### config.mk
export PLATFORM = sky130hd
export DESIGN_NAME = ssp_rx_ctrl
export DESIGN_NICKNAME = d
export VERILOG_FILES = /design/src/rtl/ssp_rx_ctrl.sv
export SDC_FILE = /design/constraint.sdc
export NUM_CORES = 1
export LEC_CHECK = 0
export ABC_AREA = 1
export CAP_MARGIN = 5
export CORE_AREA = 4 4 55 57
export DETAILED_ROUTE_END_ITERATION = 10
export DIE_AREA = 0 0 59 61
export PLACE_DENSITY_LB_ADDON = 0.08
export SLEW_MARGIN = 15
export SYNTH_ARGS = -nofsm -noshare
export SYNTH_HDL_FRONTEND = slang
export SYNTH_SLANG_ARGS = --single-unit
### constraint.sdc
create_clock -name PCLK -period 1.75 [get_ports PCLK]
set_clock_uncertainty 0.2 [all_clocks]
set_input_delay 0.35 -clock PCLK [delete_from_list [all_inputs] [get_ports PCLK]]
set_output_delay 0.35 -clock PCLK [all_outputs]
set_load 0.1 [all_outputs]
### src/rtl/ssp_rx_ctrl.sv
// -----------------------------------------------------------------------------
// ssp_rx_ctrl
//   Receive-side sequencer of the synchronous serial port. It watches the
//   serial bit clock for falling edges, recognises frame syncs, and shifts in
//   DATA_WIDTH-bit words MSB first. Each completed word is written to the
//   receive FIFO with a single-cycle NextWord strobe. A word that completes
//   while the FIFO reports full is dropped, and the sticky RxOverrun flag is
//   set.
//
// Ports
//   PCLK       in   system clock, rising edge
//   CLEAR      in   asynchronous active-high reset
//   SSE        in   port enable; low forces IDLE and discards a partial word
//   SSPCLKIN   in   serial bit clock, already synchronous to PCLK
//   SSPFSSIN   in   frame sync, high for one bit period before the MSB
//   SSPRXD     in   serial data, MSB first
//   RxFull     in   receive FIFO full flag (only looked at on the last bit)
//   OvrClr     in   single-cycle clear of RxOverrun
//   RxData     out  last completed word, held until the next completed word
//   NextWord   out  single-cycle FIFO write strobe
//   RxBusy     out  high while a word is being shifted in
//   RxOverrun  out  sticky: a completed word was dropped on a full FIFO
// -----------------------------------------------------------------------------
module ssp_rx_ctrl #(
   parameter int DATA_WIDTH = 8
) (
   input  logic                  PCLK,
   input  logic                  CLEAR,
   input  logic                  SSE,
   input  logic                  SSPCLKIN,
   input  logic                  SSPFSSIN,
   input  logic                  SSPRXD,
   input  logic                  RxFull,
   input  logic                  OvrClr,
   output logic [DATA_WIDTH-1:0] RxData,
   output logic                  NextWord,
   output logic                  RxBusy,
   output logic                  RxOverrun
);

   // Counter just wide enough to index DATA_WIDTH bits (at least one bit).
   localparam int CW = (DATA_WIDTH > 2) ? $clog2(DATA_WIDTH) : 1;
   localparam logic [CW-1:0] LAST_BIT = CW'(DATA_WIDTH - 1);
   localparam logic [CW-1:0] CNT_ZERO = CW'(0);
   localparam logic [CW-1:0] CNT_ONE  = CW'(1);

   typedef enum logic [0:0] {
      ST_IDLE  = 1'b0,
      ST_SHIFT = 1'b1
   } state_t;

   state_t                state_q, state_d;
   logic                  clk_q;
   logic [CW-1:0]         bit_cnt_q, bit_cnt_d;
   logic [DATA_WIDTH-1:0] shreg_q, shreg_d;
   logic [DATA_WIDTH-1:0] rxdata_q, rxdata_d;
   logic                  nextword_q, nextword_d;
   logic                  busy_q, busy_d;
   logic                  ovr_q, ovr_d;

   logic                  fall_s;
   logic                  ovr_set_s;
   logic [DATA_WIDTH-1:0] shifted_s;

   // A falling bit-clock edge is seen when the previous sample was high and
   // the current pin value is low; data and sync are sampled on that edge.
   assign fall_s    = clk_q & ~SSPCLKIN;
   assign shifted_s = {shreg_q[DATA_WIDTH-2:0], SSPRXD};

   // Sequencer next-state: frame detection, shifting and word completion.
   always_comb begin
      state_d    = state_q;
      bit_cnt_d  = bit_cnt_q;
      shreg_d    = shreg_q;
      rxdata_d   = rxdata_q;
      nextword_d = 1'b0;
      ovr_set_s  = 1'b0;

      if (!SSE) begin
         // Disable wins over everything, including a last-bit fall.
         state_d   = ST_IDLE;
         bit_cnt_d = CNT_ZERO;
      end else if (fall_s) begin
         case (state_q)
            ST_IDLE: begin
               if (SSPFSSIN) begin
                  state_d   = ST_SHIFT;
                  bit_cnt_d = CNT_ZERO;
               end else begin
                  state_d   = ST_IDLE;
               end
            end
            ST_SHIFT: begin
               shreg_d = shifted_s;
               if (bit_cnt_q == LAST_BIT) begin
                  // Word complete; a sync on this same fall chains straight
                  // into the next frame without an idle bit.
                  bit_cnt_d = CNT_ZERO;
                  state_d   = SSPFSSIN ? ST_SHIFT : ST_IDLE;
                  if (!RxFull) begin
                     rxdata_d   = shifted_s;
                     nextword_d = 1'b1;
                  end else begin
                     ovr_set_s  = 1'b1;
                  end
               end else begin
                  // Mid-word syncs are deliberately ignored: no resync.
                  bit_cnt_d = bit_cnt_q + CNT_ONE;
               end
            end
            default: begin
               state_d   = ST_IDLE;
               bit_cnt_d = CNT_ZERO;
            end
         endcase
      end else begin
         state_d = state_q;
      end
   end

   // Overrun flag: a new drop on the same cycle as a clear keeps it set.
   always_comb begin
      if (ovr_set_s) begin
         ovr_d = 1'b1;
      end else if (OvrClr) begin
         ovr_d = 1'b0;
      end else begin
         ovr_d = ovr_q;
      end
   end

   // Busy tracks the state the sequencer is about to enter.
   always_comb begin
      busy_d = (state_d == ST_SHIFT);
   end

   // State and output registers.
   always_ff @(posedge PCLK or posedge CLEAR) begin
      if (CLEAR) begin
         state_q    <= ST_IDLE;
         clk_q      <= 1'b0;
         bit_cnt_q  <= CNT_ZERO;
         shreg_q    <= '0;
         rxdata_q   <= '0;
         nextword_q <= 1'b0;
         busy_q     <= 1'b0;
         ovr_q      <= 1'b0;
      end else begin
         state_q    <= state_d;
         clk_q      <= SSPCLKIN;
         bit_cnt_q  <= bit_cnt_d;
         shreg_q    <= shreg_d;
         rxdata_q   <= rxdata_d;
         nextword_q <= nextword_d;
         busy_q     <= busy_d;
         ovr_q      <= ovr_d;
      end
   end

   assign RxData    = rxdata_q;
   assign NextWord  = nextword_q;
   assign RxBusy    = busy_q;
   assign RxOverrun = ovr_q;

endmodule

# Word-level counts from Yosys, hierarchy flattened
# Cells that the tools add are included.
dict set report word_totals {
  reg_bits 22
  word_cells 41
  output_inout_bits 11
  input_bits 8
}
dict set report op_classes {
  mux 22
  n_eq_ne 3
  n_addsub 1
  bitwise_logic 4
  n_reduce_logical 4
}
# operator n
set op_table {}
lappend op_table {{$mux 1} 16}
lappend op_table {{$mux 3} 4}
lappend op_table {{$pmux 3 s2} 1}
lappend op_table {{$reduce_and 5->1} 1}
lappend op_table {{$add 3x1->3 const B} 1}
lappend op_table {{$eq 3x3->1 const B} 1}
lappend op_table {{$ne 3x3->1 const B} 1}
lappend op_table {{$not 1->1} 3}
lappend op_table {{$reduce_and 3->1} 1}
lappend op_table {{$ne 2x1->1 const B} 1}
lappend op_table {{$pmux 1 s2} 1}
lappend op_table {{$reduce_and 2->1} 1}
lappend op_table {{$reduce_bool 2->1} 1}
lappend op_table {{$and 1x1->1} 1}

# Depth between registers and ports, before layout
# Gate-level depths: netlist (run 1).
dict set report logic_depth {
  word_depth 6
  mapped_depth 7
  mapped_depth_nobuf 7
}

# Worst setup path before layout (run 1)
# Ideal clock, no wire load.
dict set report synth_timing {
  path_kind {register -> register}
  start {register RxBusy (netlist name)}
  end {register rxdata_q[0] (netlist: RxData[0])}
  path_buffers 1
  required_ps 1483
  path_slack_ps -66
  synth_period_minus_slack_ps 1816
  setup_ps 67
  path_stages_with_launch 6
  arrival_ps 1549
  cell_sequence {dfrtp_1 -> nand2_4 -> nor2_8 -> buf_12 -> nand3_2 -> nand2_1}
}
# item line
set synth_lines {}
lappend synth_lines {{end signal: assignment} 153} ;# rxdata_q <= rxdata_d;
lappend synth_lines {{end: declaration} 56} ;# logic [DATA_WIDTH-1:0] rxdata_q, rxdata_d;

# Final worst setup path (run 1)
dict set report layout_timing {
  start {register bit_cnt_q[0]}
  end {register rxdata_q[3] (netlist: RxData[3])}
}
dict set report layout_between {
  elab_chain_cells 2
}
# item line
set layout_rtl {}
lappend layout_rtl {{start: declaration} 54} ;# logic [CW-1:0] bit_cnt_q, bit_cnt_d;
lappend layout_rtl {{start signal: assignment} 151} ;# bit_cnt_q <= bit_cnt_d;
lappend layout_rtl {{$eq 3x3->1} 95} ;# if (bit_cnt_q == LAST_BIT) begin
lappend layout_rtl {{$reduce_and 5->1 (no source line)} --}
# No other way between the ends.
# A chain may end at the register's enable or synchronous reset.

==> out/qor.yml, run 1 <==
timing:
  period_share: 0.921
  finalSetupViolCount: 0
  finalHoldViolCount: 0
  worst_slew_pin_slew_ns: 0.274
  finalCriticalPeriod_ns: 1.61
  grt_setup_unrepaired: "no"
  max_clock_freq_ghz: 0.620
  final.setup.tns_ns: 0
  maxSlewHeadroom: 0.817
  slew_viol_final: 0
power:
  peakVddDrop_mv: 0.566
  power.leakage_uw: 0.000743
  cellPowerDensity_nw_per_um2: 762
worst_setup_path:
  path_delay_family: "adder cells"
  worst-path-buf-inv: 2
  critPathArrivalTime_ns: 1.62
  crit_type: "flop to flop"
  required_ns: 1.76
  worstPathMaxFanout: 4
  critPathCaptureType: "flop"
  start_kind: "flop"
  slowest_stage: "dfrtp_1"
  path_common_cell: "ha_1"
  slowest_delay_ns: 0.43
  path_cells: "ha_1 > ha_1 > inv_2 > nor2_8 > buf_4 > nand3_2 > nand2_1"
yosys:
  syn_area_um2: 1070
  ys_top_cells_by_area: "dfrtp_1, nand2_1, nand3_2"
  yosysTopAreaCell: "dfrtp_1"
  syn_nets: 120
  yosysTopAreaCellShare: 0.516
  yosys_most_used_dff: "dfrtp_1"
  yosys_warnings: 0
  synth_cell_types: 19
  avgSynthCellArea_um2: 9.78
  synth_edf_count: 0
  async_flop_share: 1.00
  netlist_top_cells_count: "nand2_1, dfrtp_1, inv_1"
  postSynthCellCount: 109
  synth_seq_area_share: 0.516
  synth.most_common_cell: "nand2_1"
  ys_seq_elements: 22
die:
  design.core.area_um2: 2480
  die_h_um: 61
  io-pin-count: 19
  dieArea_um2: 3600
  initial_core_util: 0.430
  die_w_um: 59
  num_rows: 18
clocking:
  clock_sinks: 22
  clk_latency_ns: 0.30
  postCtsSetupBuffers: 0
  cts_htree_levels: 1
  cts_buffers: 3
  clk_pin_slew_worst_paths_ns: 0.12
  ctsLongestPathBuffers: 2
  hold_buffers: 0
  root_buffer: "clkbuf_4"
  cts_tree: "done"
routing:
  drt_iter0_drc: 8
  avgRoutedWirePerCell_um: 11.2
  dr.pass1.iters: 4
  wl_um: 1820
  vias: 751
  post_drt_via_cell_ratio: 4.61
  route.detailed.drc: 0
  ant_nets: 0
final_layout:
  final_area_um2: 1450
  drive_above_1_share: 0.286
  final_nets: 145
  area_growth_pct: 35.7
  final_util: 0.584
  n_antenna_cell: 0
place:
  place_area_um2: 1390
  hpwlAfterDp_um: 1390
  gp_congestion: 0.757
  numPortBuffers: 18
global_routing:
  antenna_found_initial: 0
  first_global_vias: 736
  grt.overflow.total: 0
  grt_max_degree: 23
  grt_first_pass_wirelength_um: 3330
  grt_use_total: 0.125
min_path:
  hp-class: "primary input to async pin"
status:
  status: "finished clean"
job:
  cap_violations: 0
[flip-flops by register name (all words and copies together), names as in the netlist]
name       flops
NextWord       1
RxBusy         1
RxOverrun      1
clk_q          1
RxData         8
bit_cnt_q      3
shreg_q        7
[metal layers]
layer  share of wire  track usage  up-vias
li1                -            -      390
met1            0.50        0.172      347
met2            0.45        0.181       12
met3           0.046       0.0277        2
met4           0.010       0.0680        0
met5               0            0        -
[placed cells by master, fill, tap and decap left out, types with 2 or more instances in the layout]
cell type	instances
nand2_1	34
nand2_2	2
clkbuf_4	3
buf_4	4
nor3_1	2
inv_1	10
buf_12	11
nor2_1	3
nor2_8	2
ha_1	3
nand3_1	7
clkdlybuf4s50_1	7
o21ai_0	6
nand3_2	8
dfrtp_1	21
inv_2	3
[logic make-up after synthesis]
| group | share of synthesized area |
|---|---|
| AOI/OAI and AO/OA | 0.0387 |
| buffers and inverters | 0.0751 |
| adders and majority gates | 0.0352 |
| and+or+nand+nor | 0.335 |
| DFF | 0.516 |
[per-stage QoR]
stage	hold slack, ns	cells	setup slack [ns]	total power [µW]
global route	0.161	163	0.0321	1170
floorplan	0.139	109	0.208	683
detailed placement	0.290	159	0.0116	733
finish	0.166	163	0.138	1100
CTS	0.164	163	0.0784	1120
global placement	0.296	159	0.0432	730
[final cells by class]
cell class	count	area, µm²
Sequential cell	22	552
Tap cell	30	37.5
Clock buffer	3	22.5
Multi-Input combinational cell	72	435
Timing Repair Buffer	22	320
Fill cell	232	1030
Inverter	13	48.8
Clock inverter	1	30.0
[report_power, final]
part	switching, µW	internal [µW]	total, µW
clock	151	231	382
combinational	70.6	48.5	119
sequential	42.1	559	601
total	263	839	1100
[worst min-delay path, delay by kind of cell]
| family | cells | cell delay, ns |
|---|---|---|
| buf+inv | 3 | 0.71 |
[worst paths after layout]
| check | start | endpoint | slack [ns] | cells after the start |
|---|---|---|---|---|
| hold / removal | CLEAR | RxData[5]$_DFFE_PP0P_ | 0.17 | 3 |
| max in group asynchronous | CLEAR | RxBusy$_DFFE_PP0P_ | 0.95 | 3 |
| min in group PCLK | shreg_q[6]$_DFFE_PP0P_ | shreg_q[6]$_DFFE_PP0P_ | 0.32 | 2 |
| setup reg to reg | bit_cnt_q[0]$_DFFE_PP0P_ | RxData[3]$_DFFE_PP0P_ | 0.14 | 7 |
| hold reg to reg | shreg_q[6]$_DFFE_PP0P_ | shreg_q[6]$_DFFE_PP0P_ | 0.32 | 2 |
| setup / recovery | bit_cnt_q[0]$_DFFE_PP0P_ | RxData[3]$_DFFE_PP0P_ | 0.14 | 7 |
[repair_timing]
action                                  4_1_cts  5_1_grt
endpoints found under the hold margin         0        0
gates resized for setup                       0        1
endpoints found under the setup margin        0        6
(Power assumes the default switching activity.)
==> run 2, diff against run 1 <==
--- a/config.mk
+++ b/config.mk
@@ -7,9 +7,9 @@
 export LEC_CHECK = 0
 export ABC_AREA = 1
 export CAP_MARGIN = 5
-export CORE_AREA = 4 4 55 57
+export CORE_AREA = 3 3 54 56
 export DETAILED_ROUTE_END_ITERATION = 10
-export DIE_AREA = 0 0 59 61
+export DIE_AREA = 0 0 57 59
 export PLACE_DENSITY_LB_ADDON = 0.08
 export SLEW_MARGIN = 15
 export SYNTH_ARGS = -nofsm -noshare
==> out/qor.yml, run 2 (synthesis gave the netlist of run 1 again) <==
place:
  gp_congestion: 0.769  # was 0.757
  place_area_um2: 1400  # was 1390 µm²
  numPortBuffers: 18  # unchanged
  hpwlAfterDp_um: 1410  # was 1390 µm
routing:
  vias: 750  # was 751
  dr.pass1.iters: 4  # unchanged
  drt_iter0_drc: 24  # was 8
  route.detailed.drc: 0  # unchanged
  post_drt_via_cell_ratio: 4.63  # was 4.61
  avgRoutedWirePerCell_um: 11.5  # was 11.2 µm
  wl_um: 1870  # was 1820 µm
  ant_nets: 0  # unchanged
clocking:
  post_cts_resized: 0  # unchanged
  cts_htree_levels: 1  # unchanged
  cts_buffers: 3  # unchanged
  cts_tree: "done"  # unchanged
  postCtsSetupBuffers: 0  # unchanged
  ctsLongestPathBuffers: 2  # unchanged
  hold_buffers: 0  # unchanged
  root_buffer: "clkbuf_4"  # unchanged
  clock_sinks: 22  # unchanged
  clk_latency_ns: 0.31  # was 0.30 ns
  clk_pin_slew_worst_paths_ns: 0.13  # was 0.12 ns
timing:
  finalHoldViolCount: 0  # unchanged
  final.setup.tns_ns: 0  # unchanged
  period_share: 0.948  # was 0.921
  finalSetupViolCount: 0  # unchanged
  maxSlewHeadroom: 0.824  # was 0.817
  max_clock_freq_ghz: 0.602  # was 0.620 GHz
  worst_slew_pin_slew_ns: 0.263  # was 0.274 ns
  slew_viol_final: 0  # unchanged
  grt_setup_unrepaired: "no"  # unchanged
  finalCriticalPeriod_ns: 1.66  # was 1.61 ns
global_routing:
  grt.overflow.total: 0  # unchanged
  grt_use_total: 0.136  # was 0.125
  first_global_vias: 772  # was 736
  grt_first_pass_wirelength_um: 3440  # was 3330 µm
  antenna_found_initial: 0  # unchanged
  grt_max_degree: 23  # unchanged
min_path:
  hp-class: "primary input to async pin"  # unchanged
worst_setup_path:
  critPathCaptureType: "flop"  # unchanged
  crit_type: "flop to flop"  # unchanged
  start_kind: "flop"  # unchanged
  required_ns: 1.76  # about the same
  worstPathMaxFanout: 8  # was 4
  critPathLaunch: "bit_cnt_q[0]$_DFFE_PP0P_"  # unchanged
  critPathArrivalTime_ns: 1.67  # was 1.62 ns
  r2r-start: "bit_cnt_q[0]$_DFFE_PP0P_"  # unchanged
die:
  dieArea_um2: 3360  # was 3600 µm²
  die_h_um: 59  # was 61 µm
  io-pin-count: 19  # unchanged
  die_w_um: 57  # was 59 µm
  design.core.area_um2: 2480  # unchanged
  num_rows: 18  # unchanged
  initial_core_util: 0.430  # unchanged
final_layout:
  layout_common_cells: "nand2_1, dfrtp_1, buf_12, inv_1, nand3_2"  # unchanged
  final_nets: 144  # was 145
  drive_above_1_share: 0.273  # was 0.286
  area_growth_pct: 36.2  # was 35.7%
  final_common_cell: "nand2_1"  # unchanged
  n_antenna_cell: 0  # unchanged
  num-fill-cells: 224  # was 232
  final_area_um2: 1450  # about the same
  largest_register_ffs: 8  # unchanged
job:
  cap_violations: 0  # unchanged
power:
  cellPowerDensity_nw_per_um2: 762  # about the same
  peakVddDrop_mv: 0.574  # was 0.566 mV
  power.leakage_uw: 0.000740  # was 0.000743 µW
status:
  status: "finished clean"  # unchanged
## run 2: cell types whose count changed in the layout (fill, tap and decap cells not counted)
cell | previous run | this run
buf_12 | 11 | 12
buf_4 | 4 | 2
inv_1 | 10 | 11
inv_2 | 3 | 2
## run 2: worst paths after layout
| path | to | slack [ns] | cells after the start |
|---|---|---|---|
| worst max-delay path | RxData[3]$_DFFE_PP0P_ | 0.09 | 7 |
| worst min-delay path | RxData[5]$_DFFE_PP0P_ | 0.15 | 3 |
| worst max register to register | RxData[3]$_DFFE_PP0P_ | 0.09 | 7 |
| worst min register to register | shreg_q[6]$_DFFE_PP0P_ | 0.32 | 2 |
| max in group asynchronous | RxBusy$_DFFE_PP0P_ | 0.96 | 3 |
| min in group PCLK | shreg_q[6]$_DFFE_PP0P_ | 0.32 | 2 |
## run 2: report_power, final
part	switching (µW)	internal [µW]	leakage (µW)
combinational	69.9	48.5	0.000421
sequential	42.0	559	0.000291
clock	155	232	0.0000279
total	267	839	0.000740
## run 2: final cells by class
class                   count  area (µm²)  area share
clock buffers               3        22.5      0.0155
inverters                  13        48.8      0.0336
well taps                  30        37.5      0.0259
clock inverters             1        30.0      0.0207
repair buffers             21         325       0.224
flip-flops and latches     22         552       0.380
multi-input cells          72         435       0.300
## run 2: worst max-delay path, stage by stage, from the launching register on
cell     delay [ns]
dfrtp_1        0.42
ha_1           0.24
ha_1           0.22
inv_1          0.17
nor2_8         0.06
buf_12         0.15
nand3_2        0.06
nand2_1        0.05
## run 2: metal layers
layer / wire (µm) / vias to the layer above / track usage / share of wire
li1: - / 393 / - / -
met1: 915 / 333 / 0.189 / 0.49
met2: 816 / 19 / 0.199 / 0.44
met3: 97 / 5 / 0.0305 / 0.052
met4: 40 / 0 / 0.0695 / 0.021
met5: 0 / - / 0 / 0
## run 2: metrics by stage
step           hold slack, ns  cells  worst slack (ns)  utilization  total power, µW
3_5_place_dp            0.288    158            0.0251        0.565              731
5_1_grt                 0.186    162           0.00186        0.586             1170
4_1_cts                 0.153    162            0.0767        0.586             1120
6_report                0.150    162            0.0902        0.586             1110
3_3_place_gp            0.298    158            0.0357        0.565              728
2_1_floorplan           0.139    109             0.208            -              683
==> run 3, diff against run 2 <==
--- a/config.mk
+++ b/config.mk
@@ -7,9 +7,11 @@
 export LEC_CHECK = 0
 export ABC_AREA = 1
 export CAP_MARGIN = 5
-export CORE_AREA = 3 3 54 56
+export CELL_PAD_IN_SITES_DETAIL_PLACEMENT = 2
+export CELL_PAD_IN_SITES_GLOBAL_PLACEMENT = 2
+export CORE_AREA = 3 3 63 65
 export DETAILED_ROUTE_END_ITERATION = 10
-export DIE_AREA = 0 0 57 59
+export DIE_AREA = 0 0 66 68
 export PLACE_DENSITY_LB_ADDON = 0.08
 export SLEW_MARGIN = 15
 export SYNTH_ARGS = -nofsm -noshare
==> out/qor.yml, run 3 (synthesis gave the netlist of run 1 again) <==
place:
  placed_cells: 175  # was 158
  place_area_um2: 1430  # was 1400 µm²
  gp_congestion: 0.696  # was 0.769
  numPortBuffers: 18  # unchanged
  hpwlAfterDp_um: 2100  # was 1410 µm
  place_ws_ns: -0.0150  # was 0.0251 ns
final_layout:
  n_antenna_cell: 0  # unchanged
  drive_above_1_share: 0.284  # was 0.273
  final_nets: 146  # was 144
  layout_common_cells: "nand2_1, dfrtp_1, buf_12, inv_1, nand3_2"  # unchanged
  largest_register_ffs: 8  # unchanged
  final_common_cell: "nand2_1"  # unchanged
  final_cell_count_no_fill: 180  # was 162
  final-seq-area_um2: 552  # unchanged
  multi_input_area_um2: 438  # was 435 µm²
  final_area_um2: 1460  # was 1450 µm²
  num-fill-cells: 363  # was 224
  area_growth_pct: 37.2  # was 36.2%
timing:
  grt_setup_unrepaired: "no"  # unchanged
  finalCriticalPeriod_ns: 1.63  # was 1.66 ns
  worst_slew_pin_slew_ns: 0.294  # was 0.263 ns
  max_clock_freq_ghz: 0.613  # was 0.602 GHz
  layout_setup_ws_ns: 0.119  # was 0.0902 ns
  fin_hold_ws_ns: 0.0525  # was 0.150 ns
  slew_viol_final: 0  # unchanged
  finalHoldViolCount: 0  # unchanged
  maxSlewHeadroom: 0.803  # was 0.824
  finalSetupViolCount: 0  # unchanged
  period_share: 0.932  # was 0.948
worst_setup_path:
  crit_type: "flop to flop"  # unchanged
  regToRegSetupSlack_ns: 0.12  # was 0.09 ns
  worstPathMaxFanout: 8  # unchanged
  start_kind: "flop"  # unchanged
  r2r-start: "bit_cnt_q[0]$_DFFE_PP0P_"  # unchanged
  critPathArrivalTime_ns: 1.63  # was 1.67 ns
  required_ns: 1.75  # was 1.76 ns
  critPathCaptureType: "flop"  # unchanged
  critPathLaunch: "bit_cnt_q[0]$_DFFE_PP0P_"  # unchanged
routing:
  vias: 803  # was 750
  drt_iter0_drc: 9  # was 24
  dr.pass1.iters: 2  # was 4
  route.detailed.drc: 0  # unchanged
  avgRoutedWirePerCell_um: 14.2  # was 11.5 µm
  ant_nets: 0  # unchanged
  post_drt_via_cell_ratio: 4.46  # was 4.63
  wl_um: 2560  # was 1870 µm
global_routing:
  first_global_vias: 949  # was 772
  antenna_found_initial: 0  # unchanged
  grt.overflow.total: 0  # unchanged
  grt_first_pass_wirelength_um: 4440  # was 3440 µm
  grt_max_degree: 16  # was 23
  grt_use_total: 0.135  # was 0.136
power:
  power.leakage_uw: 0.000734  # was 0.000740 µW
  switchingPower_uw: 283  # was 267 µW
  pwr-share-clk: 0.257  # was 0.350
  comb_power_share: 0.128  # was 0.107
  p_total_uw: 981  # was 1110 µW
  swShare: 0.288  # was 0.242
  seqPwrFrac: 0.616  # was 0.543
  peakVddDrop_mv: 0.256  # was 0.574 mV
  p_int_uw: 698  # was 839 µW
  cellPowerDensity_nw_per_um2: 671  # was 762 nW/µm²
min_path:
  hp-class: "primary input to async pin"  # unchanged
clocking:
  root_buffer: "clkbuf_4"  # unchanged
  cts_tree: "done"  # unchanged
  clock_sinks: 22  # unchanged
  cts_htree_levels: 1  # unchanged
  clk_latency_ns: 0.32  # was 0.31 ns
  ctsLongestPathBuffers: 2  # unchanged
  hold_buffers: 0  # unchanged
  cts_buffers: 3  # unchanged
  clk_pin_slew_worst_paths_ns: 0.13  # about the same
die:
  die_w_um: 66  # was 57 µm
  design.core.area_um2: 3390  # was 2480 µm²
  initial_core_util: 0.315  # was 0.430
  dieArea_um2: 4490  # was 3360 µm²
  num_rows: 21  # was 18
  die_h_um: 68  # was 59 µm
  io-pin-count: 19  # unchanged
status:
  status: "finished clean"  # unchanged
job:
  cap_violations: 0  # unchanged
[run 3: cell types whose count changed in the layout (fill, tap and decap cells not counted)]
cell / change
ha_2: +1
clkbuf_1: +1
buf_4: +2
bufinv_16: -1
ha_1: -1
[run 3: final cells by class]
class                   count  share of cell area
inverters                  13              0.0334
repair buffers             23               0.233
well taps                  46              0.0393
clock buffers               4              0.0180
multi-input cells          72               0.299
flip-flops and latches     22               0.377
[run 3: critical path: stages (launching register included)]
cell,delay [ns]
dfrtp_1,0.40
ha_1,0.23
ha_2,0.19
inv_1,0.16
nor2_8,0.06
buf_12,0.15
nand3_2,0.06
nand2_1,0.07
[run 3: power groups by stage]
stage	Sequential [µW]	Combinational, µW	Clock (µW)
final	604	125	252
after global routing	611	144	298
after CTS	606	130	264
after detailed placement	616	129	0
after global placement	612	122	0
after floorplan	612	71.0	0
[run 3: through the flow]
| stage | utilization | setup TNS [ns] |
|---|---|---|
| 6_report | 0.432 | 0 |
| 5_1_grt | 0.432 | 0 |
| 4_1_cts | 0.429 | 0 |
| 3_5_place_dp | 0.421 | -0.0265 |
| 3_3_place_gp | 0.421 | 0 |
| 2_1_floorplan | - | 0 |
[run 3: repair_timing]
| item | 4_1_cts | 5_1_grt |
|---|---|---|
| resized for setup | 0 | 1 |
| setup buffers | 0 | 1 |
| endpoints found under the setup margin | 0 | 4 |
[run 3: worst paths after layout]
check                      cells after the start                      to
min                                            2      RxBusy$_DFFE_PP0P_
max in group asynchronous                      3  shreg_q[6]$_DFFE_PP0P_
min reg2reg                                    2  shreg_q[6]$_DFFE_PP0P_
max                                            7   RxData[2]$_DFFE_PP0P_
max reg2reg                                    7   RxData[2]$_DFFE_PP0P_
min in group PCLK                              2  shreg_q[6]$_DFFE_PP0P_
[run 3: per-layer routing]
layer	part of all wire	global-route usage	vias to the layer above	wire, µm
met4	0.018	0.0685	0	46
met1	0.39	0.140	396	1000
li1	-	-	391	-
met2	0.56	0.263	12	1420
met5	0	0	-	0
met3	0.034	0.0197	4	86
